[src/rtl/data_mem_hs.sv]
// data_mem_hs: handshaked, little-endian byte-addressable data memory with registered responses.
// Define DATA_MEM_HS_MISALIGN_EN to service misaligned in-range accesses as two word beats.
module data_mem_hs #(
  parameter int DEPTH_WORDS = 32,
  parameter int AW          = $clog2(DEPTH_WORDS)
) (
  input  logic        clk,
  input  logic        reset,
  input  logic        req_valid,
  output logic        req_ready,
  input  logic [1:0]  MemWrite,
  input  logic [2:0]  MemRead,
  input  logic [31:0] address,
  input  logic [31:0] write_data,
  output logic        rsp_valid,
  output logic [31:0] MemRead_data,
  output logic        err
);

  localparam logic [32:0] BYTE_CAP = 33'(DEPTH_WORDS) * 33'd4;

  typedef enum logic [1:0] {CLS_ERR, CLS_NOOP, CLS_ONE, CLS_SPLIT} cls_e;

  // Size codes: 01 word, 10 half, 11 byte.
  function automatic logic [31:0] load_fmt(input logic [31:0] raw, input logic [1:0] size,
                                           input logic sext);
    logic [31:0] res;
    case (size)
      2'b10:   res = {{16{sext & raw[15]}}, raw[15:0]};
      2'b11:   res = {{24{sext & raw[7]}}, raw[7:0]};
      default: res = raw;
    endcase
    return res;
  endfunction

  logic [31:0]   r_mem [DEPTH_WORDS];
  logic          r_rsp_valid;
  logic          r_err;
  logic [31:0]   r_data;

  logic          w_accept;
  logic          w_is_wr;
  logic          w_is_rd;
  logic [1:0]    w_size;
  logic [1:0]    w_off;
  logic [2:0]    w_nbytes;
  logic [3:0]    w_mask;
  logic [3:0]    w_be_lo;
  logic [32:0]   w_last;
  logic          w_oob;
  logic          w_misal;
  logic [AW-1:0] w_word;
  logic [31:0]   w_wdata_lo;
  logic [31:0]   w_rd_raw;
  cls_e          w_cls;

  // NOTE: every signal driven here gets a default before any branch, so no latch is inferred.
  always_comb begin
    w_is_wr  = |MemWrite;
    w_is_rd  = |MemRead[1:0];
    w_size   = w_is_wr ? MemWrite : MemRead[1:0];
    w_off    = address[1:0];
    w_word   = address[AW+1:2];
    w_mask   = 4'h0;
    w_nbytes = 3'd0;
    case (w_size)
      2'b01:   begin w_mask = 4'hF; w_nbytes = 3'd4; end
      2'b10:   begin w_mask = 4'h3; w_nbytes = 3'd2; end
      2'b11:   begin w_mask = 4'h1; w_nbytes = 3'd1; end
      default: ;
    endcase
    w_last     = {1'b0, address} + {30'b0, w_nbytes} - 33'd1;
    w_oob      = (w_last >= BYTE_CAP);
    w_misal    = ((w_size == 2'b01) && (w_off != 2'b00)) || ((w_size == 2'b10) && (w_off == 2'b11));
    w_be_lo    = w_mask << w_off;
    w_wdata_lo = write_data << {w_off, 3'b000};
    w_rd_raw   = r_mem[w_word] >> {w_off, 3'b000};

    w_cls = CLS_ONE;
    if (w_is_wr && w_is_rd)        w_cls = CLS_ERR;
    else if (!w_is_wr && !w_is_rd) w_cls = CLS_NOOP;
    else if (w_oob)                w_cls = CLS_ERR;
    else if (w_misal) begin
`ifdef DATA_MEM_HS_MISALIGN_EN
      // An in-range misaligned access never has its upper word past the array end.
      w_cls = CLS_SPLIT;
`else
      w_cls = CLS_ERR;
`endif
    end
  end

  assign w_accept = req_valid && req_ready && !reset;

`ifdef DATA_MEM_HS_MISALIGN_EN
  typedef enum logic {S_IDLE, S_SPLIT} state_e;

  state_e        r_state;
  state_e        w_state_nxt;
  logic          r_sp_wr;
  logic          r_sp_sext;
  logic [1:0]    r_sp_off;
  logic [1:0]    r_sp_size;
  logic [AW-1:0] r_sp_word_hi;
  logic [3:0]    r_sp_be_hi;
  logic [31:0]   r_sp_wdata_hi;
  logic [31:0]   r_sp_lo_raw;
  logic [3:0]    w_be_hi;
  logic [31:0]   w_wdata_hi;
  logic [31:0]   w_sp_raw;

  assign w_be_hi    = w_mask >> (3'd4 - {1'b0, w_off});
  assign w_wdata_hi = write_data >> {3'd4 - {1'b0, w_off}, 3'b000};
  assign w_sp_raw   = r_sp_lo_raw | (r_mem[r_sp_word_hi] << {3'd4 - {1'b0, r_sp_off}, 3'b000});
  assign req_ready  = (r_state == S_IDLE);

  always_ff @(posedge clk) begin
    if (reset) r_state <= S_IDLE;
    else       r_state <= w_state_nxt;
  end

  always_comb begin
    w_state_nxt = r_state;
    case (r_state)
      S_IDLE:  if (w_accept && (w_cls == CLS_SPLIT)) w_state_nxt = S_SPLIT;
      S_SPLIT: w_state_nxt = S_IDLE;
      default: w_state_nxt = S_IDLE;
    endcase
  end

  // Everything the second beat needs, captured at accept.
  always_ff @(posedge clk) begin
    if (w_accept && (w_cls == CLS_SPLIT)) begin
      r_sp_wr       <= w_is_wr;
      r_sp_sext     <= MemRead[2];
      r_sp_off      <= w_off;
      r_sp_size     <= w_size;
      r_sp_word_hi  <= w_word + AW'(1);
      r_sp_be_hi    <= w_be_hi;
      r_sp_wdata_hi <= w_wdata_hi;
      r_sp_lo_raw   <= w_rd_raw;
    end
  end
`else
  assign req_ready = 1'b1;
`endif

  // NOTE: the array is deliberately left out of reset; only control and response state is reset.
  always_ff @(posedge clk) begin
    if (w_accept && w_is_wr && ((w_cls == CLS_ONE) || (w_cls == CLS_SPLIT))) begin
      for (int k = 0; k < 4; k++)
        if (w_be_lo[k]) r_mem[w_word][8*k +: 8] <= w_wdata_lo[8*k +: 8];
    end
`ifdef DATA_MEM_HS_MISALIGN_EN
    if (!reset && (r_state == S_SPLIT) && r_sp_wr) begin
      for (int k = 0; k < 4; k++)
        if (r_sp_be_hi[k]) r_mem[r_sp_word_hi][8*k +: 8] <= r_sp_wdata_hi[8*k +: 8];
    end
`endif
  end

  // NOTE: non-blocking assignments keep every register update tied to the same clock edge.
  always_ff @(posedge clk) begin
    if (reset) begin
      r_rsp_valid <= 1'b0;
      r_err       <= 1'b0;
      r_data      <= '0;
    end else begin
      r_rsp_valid <= 1'b0;
      if (w_accept) begin
        case (w_cls)
          CLS_ERR: begin
            r_rsp_valid <= 1'b1;
            r_err       <= 1'b1;
            r_data      <= '0;
          end
          CLS_NOOP: begin
            r_rsp_valid <= 1'b1;
            r_err       <= 1'b0;
            r_data      <= '0;
          end
          CLS_ONE: begin
            r_rsp_valid <= 1'b1;
            r_err       <= 1'b0;
            r_data      <= w_is_wr ? '0 : load_fmt(w_rd_raw, w_size, MemRead[2]);
          end
          default: ;
        endcase
      end
`ifdef DATA_MEM_HS_MISALIGN_EN
      else if (r_state == S_SPLIT) begin
        r_rsp_valid <= 1'b1;
        r_err       <= 1'b0;
        r_data      <= r_sp_wr ? '0 : load_fmt(w_sp_raw, r_sp_size, r_sp_sext);
      end
`endif
    end
  end

  assign rsp_valid    = r_rsp_valid;
  assign MemRead_data = r_data;
  assign err          = r_err;

endmodule

[config.mk]
export PLATFORM = sky130hd
export DESIGN_NAME = data_mem_hs
export DESIGN_NICKNAME = d
export VERILOG_FILES = /design/src/rtl/data_mem_hs.sv
export SDC_FILE = /design/constraint.sdc
export NUM_CORES = 1
export LEC_CHECK = 0
export ABC_CLOCK_PERIOD_IN_PS = 6800
export BUFFER_PORTS_ARGS = -buffer_cell sky130_fd_sc_hd__buf_4
export CAP_MARGIN = 25
export CORE_ASPECT_RATIO = 1.75
export CORE_MARGIN = 2
export CORE_UTILIZATION = 45
export CTS_CLUSTER_DIAMETER = 100
export DETAILED_ROUTE_END_ITERATION = 8
export GPL_TIMING_DRIVEN = 0
export PLACE_DENSITY_LB_ADDON = 0.25
export SLEW_MARGIN = 0
export SYNTH_ARGS = -nofsm -noshare
export SYNTH_HDL_FRONTEND = slang
export SYNTH_SLANG_ARGS = --single-unit
export TNS_END_PERCENT = 100
[constraint.sdc]
create_clock -name clk -period 6.8 [get_ports clk]
set_input_delay 0.68 -clock clk [delete_from_list [all_inputs] [get_ports clk]]
set_output_delay 0.68 -clock clk [all_outputs]
set_load 0.02 [all_outputs]
==> results.py, run 1 <==
metrics = {
    "yosys": {
        "synth_cells": 2291,
        "synth.most_common_cell": "sky130_fd_sc_hd__edfxtp_1",
        "synthTopCellsByArea": "sky130_fd_sc_hd__edfxtp_1 (70%), sky130_fd_sc_hd__mux4_2 (16%), sky130_fd_sc_hd__nor2_1 (1.7%)",
        "seq_area_frac_synth_pct": 71.7,
        "synth_largest_type_area_fraction_pct": 70.1,
        "yosysWarningCount": 0,
        "synthesis.area_per_instance_um2": 19.1,
        "netlist_top_cells_count": "sky130_fd_sc_hd__edfxtp_1 (1024), sky130_fd_sc_hd__mux4_2 (317), sky130_fd_sc_hd__nor2_1 (203), sky130_fd_sc_hd__nand2_1 (86), sky130_fd_sc_hd__mux2i_1 (71)",
        "ys_seq_elements": 1058,
        "synth_nets": 2411,
        "synth_edf_count": 1024,
        "share_of_synthesized_registers_carrying_an_async_set_or_reset_pct": 0,
        "synth_top_flop_cell": "sky130_fd_sc_hd__edfxtp_1",
        "netlist-cell-type-count": 62,
        "synth_largest_area_cell": "sky130_fd_sc_hd__edfxtp_1",
        "netlist_area_um2": 43800,
    },
    "timing": {
        "worst_clock_skew_ps": 22.8,
        "timing_max_transition_violations_final": 0,
        "rsz0062_at_grt": "false",
        "post-route-min-period_ps": 6410,
        "hold_violation_total_from_the_final_report": 0,
        "maxClockFrequency_ghz": 0.156,
        "worst_pin_slew_ps": 1100,
        "setup_tns_ps": 0,
        "finalWorstSetupSlack_ps": 394,
        "setup_violations": 0,
        "fin_crit_sh_pct": 94.2,
        "timing.max_slew.rel_slack_pct": 24.6,
    },
    "power_and_ir_drop": {
        "pwr_density_cell_nw_per_um2": 262,
        "p_int_w": 0.0104,
        "relative_contribution_of_the_clock_network_to_total_power_pct": 38.9,
        "power.switching_w": 0.00297,
        "combPwrFrac_pct": 7.6,
        "vdd_ir_drop_max_mv": 0.349,
        "static-leakage-power_nw": 15.1,
        "p_seq_share_pct": 53.5,
        "power_switching_share_pct": 22.2,
    },
    "final_layout": {
        "syn_to_final_growth_pct": 16.6,
        "final_cells": 3911,
        "finalNetCount": 2663,
        "fin_util_pct": 52.8,
        "drive_above_1_share_pct": 31.0,
        "inserted_diodes": 0,
    },
    "cts": {
        "worst_skew_pair.late_latency_ps": 690,
        "cts_tree": "yes",
        "clk_path_buf_depth": 3,
        "cts_htree_levels": 3,
        "clock_sink_count": 1058,
        "cts_made_buffers": 87,
        "clock_tree.root_cell": "sky130_fd_sc_hd__clkbuf_16",
        "path_clk_slew_ps": 70,
    },
    "detailed_routing": {
        "vias": 23200,
        "finalWirelength_mm": 119,
        "routedWlPerCell_um": 30.4,
        "drt_iter0_drc": 2080,
        "via_per_inst": 5.93,
        "antenna_violating_nets_post_route": 0,
        "detailed_router_iteration_count_before_antenna_repair": 5,
        "route.detailed.drc": 0,
    },
    "global_route": {
        "grt_first_pass_wirelength_mm": 170,
        "grt_start_max_net_pins": 33,
        "number_of_global_route_vias_before_repair": 24400,
        "gr-usage-all-layers_pct": 24.2,
        "grt_antenna_before_repair": 0,
        "grt.overflow.total": 0,
    },
    "die": {
        "floorplan.io_pins": 107,
        "initial_utilization_pct": 45.3,
        "die_h_um": 417,
        "coreArea_um2": 96700,
        "die_area_um2": 100000,
        "chipWidth_um": 240,
        "std_cell_rows": 151,
    },
    "placement": {
        "dpl.hpwl_mm": 87.2,
        "dp_worst_setup_slack_ps": -1720,
        "place.port_buffers": 104,
        "globalplace.congestion": 0.908,
        "placed_insts": 3737,
    },
    "min_path": {
        "hp-class": "input port to register",
    },
    "critical_path": {
        "critical_path.max_fanout": 19,
        "critPathArrivalTime_ps": 6730,
        "type_of_destination_of_the_critical_path": "register",
        "cp.required_ps": 7120,
        "worstSetupStartpointType": "input port",
        "setup.worst_path.class": "input port to register",
    },
    "status": {
        "status": "complete, no violations",
    },
    "run": {
        "max_cap_viol_count": 0,
    },
}
[kinds of logic after synthesis]
logic type,synth area share [%]
xor+xnor,0.160
buf+inv,1.72
simple gates,3.92
fa+ha+maj,1.39
other cells,0.00855
flops,71.7
compound gates,3.19
mux,17.9
[routing by layer]
metal / wire length, µm / share of wire [%] / track usage, % / vias to the layer above
met5: 0 / 0 / 0 / -
met4: 8010 / 6.7 / 14.3 / 0
met1: 40400 / 34 / 26.7 / 12300
met3: 5840 / 4.9 / 3.17 / 258
li1: - / - / - / 9839
met2: 64700 / 54 / 44.1 / 852
[worst paths after layout]
path | startpoint | endpoint | slack (ps) | cells after the start
setup / recovery | address[2] | r_mem[17][20] | 390 | 22
hold / removal | req_valid | err | 230 | 2
setup reg to reg | r_mem[18][15] | MemRead_data[19] | 3650 | 9
hold reg to reg | MemRead_data[2] | MemRead_data[2] | 470 | 2
[critical path: stages]
cell	delay [ps]
sky130_fd_sc_hd__buf_6	120
sky130_fd_sc_hd__buf_2	280
sky130_fd_sc_hd__clkbuf_4	450
sky130_fd_sc_hd__inv_1	220
sky130_fd_sc_hd__ha_1	380
sky130_fd_sc_hd__fa_1	380
sky130_fd_sc_hd__nor2b_1	130
sky130_fd_sc_hd__o2111ai_1	180
sky130_fd_sc_hd__nand3_1	210
sky130_fd_sc_hd__a311oi_2	180
sky130_fd_sc_hd__o31ai_1	440
sky130_fd_sc_hd__xnor2_1	160
sky130_fd_sc_hd__o2111ai_1	100
sky130_fd_sc_hd__and4b_1	260
sky130_fd_sc_hd__nand4_1	140
sky130_fd_sc_hd__nor4_4	500
sky130_fd_sc_hd__ha_1	240
sky130_fd_sc_hd__o21ai_0	110
sky130_fd_sc_hd__nor2_2	270
sky130_fd_sc_hd__nand2_1	310
sky130_fd_sc_hd__clkbuf_2	460
sky130_fd_sc_hd__nor2_4	480
[cell type report]
cell class | count | area [µm²]
multi-input cells | 1055 | 12600
flip-flops and latches | 1058 | 31400
well taps | 1300 | 1630
fillers | 7635 | 45600
repair buffers | 166 | 1760
clock buffers | 106 | 2340
plain buffers | 119 | 551
inverters | 56 | 210
clock inverters | 51 | 573
[power groups by stage]
stage	clock network [W]	logic, W	registers (W)
6_report	0.00521	0.00102	0.00718
5_1_grt	0.00548	0.00108	0.00717
4_1_cts	0.00527	0.00101	0.00718
3_5_place_dp	0	0.00100	0.00732
3_3_place_gp	0	0.000922	0.00734
2_1_floorplan	0	0.000572	0.00733
[per-stage QoR]
step | power, W | instance area [µm²] | hold slack [ps]
final | 0.0134 | 51100 | 227
after detailed placement | 0.00832 | 47000 | 454
after global routing | 0.0137 | 51100 | 213
after CTS | 0.0135 | 50500 | 189
after floorplan | 0.00790 | 43800 | 523
after global placement | 0.00826 | 46300 | 451
[state kept, by name, indices dropped and copies added (netlist names)]
name	count
rsp_valid	1
MemRead_data	32
err	1
r_mem	1024
[cell usage in the layout, fill, tap and decap left out, drive strengths merged, types with 5 or more instances in the layout]
cell type  netlist  routed
and2            10      10
mux4           317     317
clkinv           1      34
clkinvlp         0       6
bufinv           0      11
inv             55      56
o21ai           56      56
nand3           35      35
o221ai           7       7
buf             59     221
a21o            18      18
ha              47      47
nand4           11      11
mux2i           71      71
a211oi          16      16
a22o            16      16
nor4             5       5
nor2b           17      17
nor3             6       6
o22ai           11      11
o21a             6       6
nand2b           5       5
a21oi           50      50
clkbuf          63     170
a31oi            5       5
nand2           86      86
dfxtp           34      34
nor2           203     203
edfxtp        1024    1024
[timing repair]
| action | in CTS | in global routing |
|---|---|---|
| hold buffers | 0 | 0 |
| setup endpoints to repair | 1023 | 1016 |
| gates resized for setup | 167 | 71 |
| pin swaps | 2 | 13 |
| buffers inserted | 0 | 13 |
(Power assumes the default switching activity.)
==> inputs of run 2 (changes only) <==
--- a/config.mk
+++ b/config.mk
@@ -10,7 +10,7 @@
 export CAP_MARGIN = 25
 export CORE_ASPECT_RATIO = 1.75
 export CORE_MARGIN = 2
-export CORE_UTILIZATION = 45
+export CORE_UTILIZATION = 54
 export CTS_CLUSTER_DIAMETER = 100
 export DETAILED_ROUTE_END_ITERATION = 8
 export GPL_TIMING_DRIVEN = 0
==> results.py, run 2 (same netlist as run 1, synthesis figures left out) <==
metrics = {
    "final_layout": {
        "layout_common_cells": "sky130_fd_sc_hd__edfxtp_1 (1024), sky130_fd_sc_hd__mux4_2 (317), sky130_fd_sc_hd__buf_4 (111)",
        "filler_cell_count": 5525,
        "inserted_diodes": 0,
        "syn_to_final_growth_pct": 14.9,
        "finalNetCount": 2652,
        "drive_above_1_share_pct": 30.6,
        "flip_flop_count_of_the_largest_register_all_copies_and_words_added": 1024,
        "max_flop_register": "r_mem",
        "layout_commonest_cell": "sky130_fd_sc_hd__edfxtp_1",
    },
    "die": {
        "floorplan.io_pins": 107,
        "coreArea_um2": 80600,
        "die_area_um2": 83600,
        "std_cell_rows": 138,
        "die_h_um": 381,
        "chipWidth_um": 219,
        "initial_utilization_pct": 54.4,
    },
    "cts": {
        "cts_made_buffers": 89,
        "clock_sink_count": 1058,
        "cts.hold.buffers_added": 0,
        "path_clk_slew_ps": 60,
        "cts_tree": "yes",
        "clk_path_buf_depth": 3,
        "worst_skew_pair.late_latency_ps": 700,
        "clock_tree.root_cell": "sky130_fd_sc_hd__clkbuf_16",
        "cts_htree_levels": 3,
        "cts.repair_timing.setup_buffer_count": 0,
    },
    "global_route": {
        "number_of_global_route_vias_before_repair": 24600,
        "gr-usage-all-layers_pct": 28.7,
        "grt_antenna_before_repair": 1,
        "grt_start_max_net_pins": 33,
        "grt.overflow.total": 0,
        "grt_first_pass_wirelength_mm": 168,
    },
    "detailed_routing": {
        "detailed_router_iteration_count_before_antenna_repair": 6,
        "route.detailed.drc": 0,
        "finalWirelength_mm": 117,
        "vias": 23400,
        "drt_iter0_drc": 2350,
        "antenna_violating_nets_post_route": 0,
        "routedWlPerCell_um": 32.1,
        "via_per_inst": 6.40,
    },
    "power_and_ir_drop": {
        "pwr_density_cell_nw_per_um2": 263,
        "p_int_w": 0.0103,
        "vdd_ir_drop_max_mv": 0.258,
        "power.switching_w": 0.00298,
        "relative_contribution_of_the_clock_network_to_total_power_pct": 38.3,
        "design_power_total_w": 0.0133,
        "p_seq_share_pct": 54.1,
        "power_switching_share_pct": 22.5,
        "combPwrFrac_pct": 7.6,
        "static-leakage-power_nw": 15.0,
    },
    "min_path": {
        "whs_path_depth": 2,
        "hp-class": "input port to register",
        "min_delay_worst_endpoint": "err",
        "timing.hold.worst.start": "req_valid",
    },
    "status": {
        "status": "complete, no violations",
    },
    "timing": {
        "worst_clock_skew_ps": 28.2,
        "setup_violations": 0,
        "timing.max_slew.rel_slack_pct": 19.2,
        "hold_violation_total_from_the_final_report": 0,
        "maxClockFrequency_ghz": 0.147,
        "post-route-min-period_ps": 6780,
        "worst_pin_slew_ps": 1180,
        "rsz0062_at_grt": "true",
        "finalWorstSetupSlack_ps": 19.4,
        "fin_crit_sh_pct": 99.7,
        "timing_max_transition_violations_final": 0,
    },
    "critical_path": {
        "worstSetupStartpointType": "input port",
        "setup.worst_path.class": "input port to register",
        "rrSetupSlack_ps": 3670,
        "timing.rr.start": "r_mem[19][19]",
        "type_of_destination_of_the_critical_path": "register",
        "logic_depth_of_the_worst_register_to_register_path": 7,
        "critical_path.max_fanout": 11,
        "cp.required_ps": 7140,
        "timing.rr.end": "MemRead_data[11]",
        "critPathArrivalTime_ps": 7120,
    },
    "placement": {
        "dpl.hpwl_mm": 85.1,
        "globalplace.congestion": 0.933,
        "place.port_buffers": 104,
        "dp_worst_setup_slack_ps": -1850,
    },
    "run": {
        "max_cap_viol_count": 0,
    },
}
-- run 2: worst max path at each step --
stage | end | slack (ps) | start
floorplan | r_mem[4][10] | 960 | MemWrite[0]
global placement | r_mem[26][8] | -2110 | address[5]
detailed placement | r_mem[24][12] | -1850 | MemWrite[0]
CTS | r_mem[24][8] | 20 | address[2]
global route | r_mem[25][13] | -70 | address[2]
finish | r_mem[24][9] | 20 | address[6]
-- run 2: metal layers --
metal / track usage (%) / up-vias / routed length, µm
li1: - / 9817 / -
met1: 32.6 / 12200 / 39000
met2: 51.4 / 1073 / 63600
met3: 4.75 / 266 / 8020
met4: 15.5 / 2 / 6660
met5: 0 / - / 10
-- run 2: power groups by stage --
| stage | sequential [W] | clock (W) | combinational [W] |
|---|---|---|---|
| floorplan | 0.00733 | 0 | 0.000572 |
| global placement | 0.00734 | 0 | 0.000896 |
| detailed placement | 0.00732 | 0 | 0.000967 |
| CTS | 0.00718 | 0.00511 | 0.000976 |
| global route | 0.00717 | 0.00533 | 0.00106 |
| finish | 0.00718 | 0.00508 | 0.00100 |
-- run 2: worst max-delay path, cell delays in order --
cell and delay, ps:
sky130_fd_sc_hd__buf_4 160, sky130_fd_sc_hd__clkbuf_1 400, sky130_fd_sc_hd__inv_2 290, sky130_fd_sc_hd__buf_6 260, sky130_fd_sc_hd__buf_2 300, sky130_fd_sc_hd__ha_1 500
sky130_fd_sc_hd__inv_1 90, sky130_fd_sc_hd__a21oi_1 300, sky130_fd_sc_hd__nand3_1 190, sky130_fd_sc_hd__a311oi_2 480, sky130_fd_sc_hd__and2_1 200, sky130_fd_sc_hd__o2111ai_1 170
sky130_fd_sc_hd__nor4_1 210, sky130_fd_sc_hd__and4b_1 230, sky130_fd_sc_hd__nand4_1 150, sky130_fd_sc_hd__nor4_4 430, sky130_fd_sc_hd__ha_1 240, sky130_fd_sc_hd__o21ai_0 130
sky130_fd_sc_hd__nor2_2 360, sky130_fd_sc_hd__nand3_1 440, sky130_fd_sc_hd__buf_2 440, sky130_fd_sc_hd__nor2_4 410
-- run 2: metrics by stage --
stage | std cells | cell area [µm²] | hold WS [ps] | setup TNS, ps | utilization [%]
global placement | 3445 | 45900 | 453 | -1909550 | 57.0
global route | 3648 | 50400 | 234 | -11730 | 62.5
finish | 3648 | 50400 | 226 | 0 | 62.5
detailed placement | 3480 | 46500 | 457 | -1597360 | 57.7
CTS | 3636 | 49900 | 185 | 0 | 61.8
floorplan | 2291 | 43800 | 523 | 0 | -
-- run 2: timing repair --
item | CTS | global route
hold endpoints to repair | 0 | 0
resized for setup | 148 | 85
pin swaps | 0 | 2
gates cloned | 0 | 0
setup endpoints to repair | 1024 | 1009
-- run 2: area by class of cell --
type / count / area [µm²] / area share, %
flip-flops and latches: 1058 / 31400 / 62.4
multi-input cells: 1055 / 12500 / 24.9
clock buffers: 108 / 2370 / 4.71
repair buffers: 151 / 1490 / 2.96
well taps: 1050 / 1310 / 2.61
plain buffers: 121 / 556 / 1.10
clock inverters: 49 / 465 / 0.924
inverters: 56 / 210 / 0.417
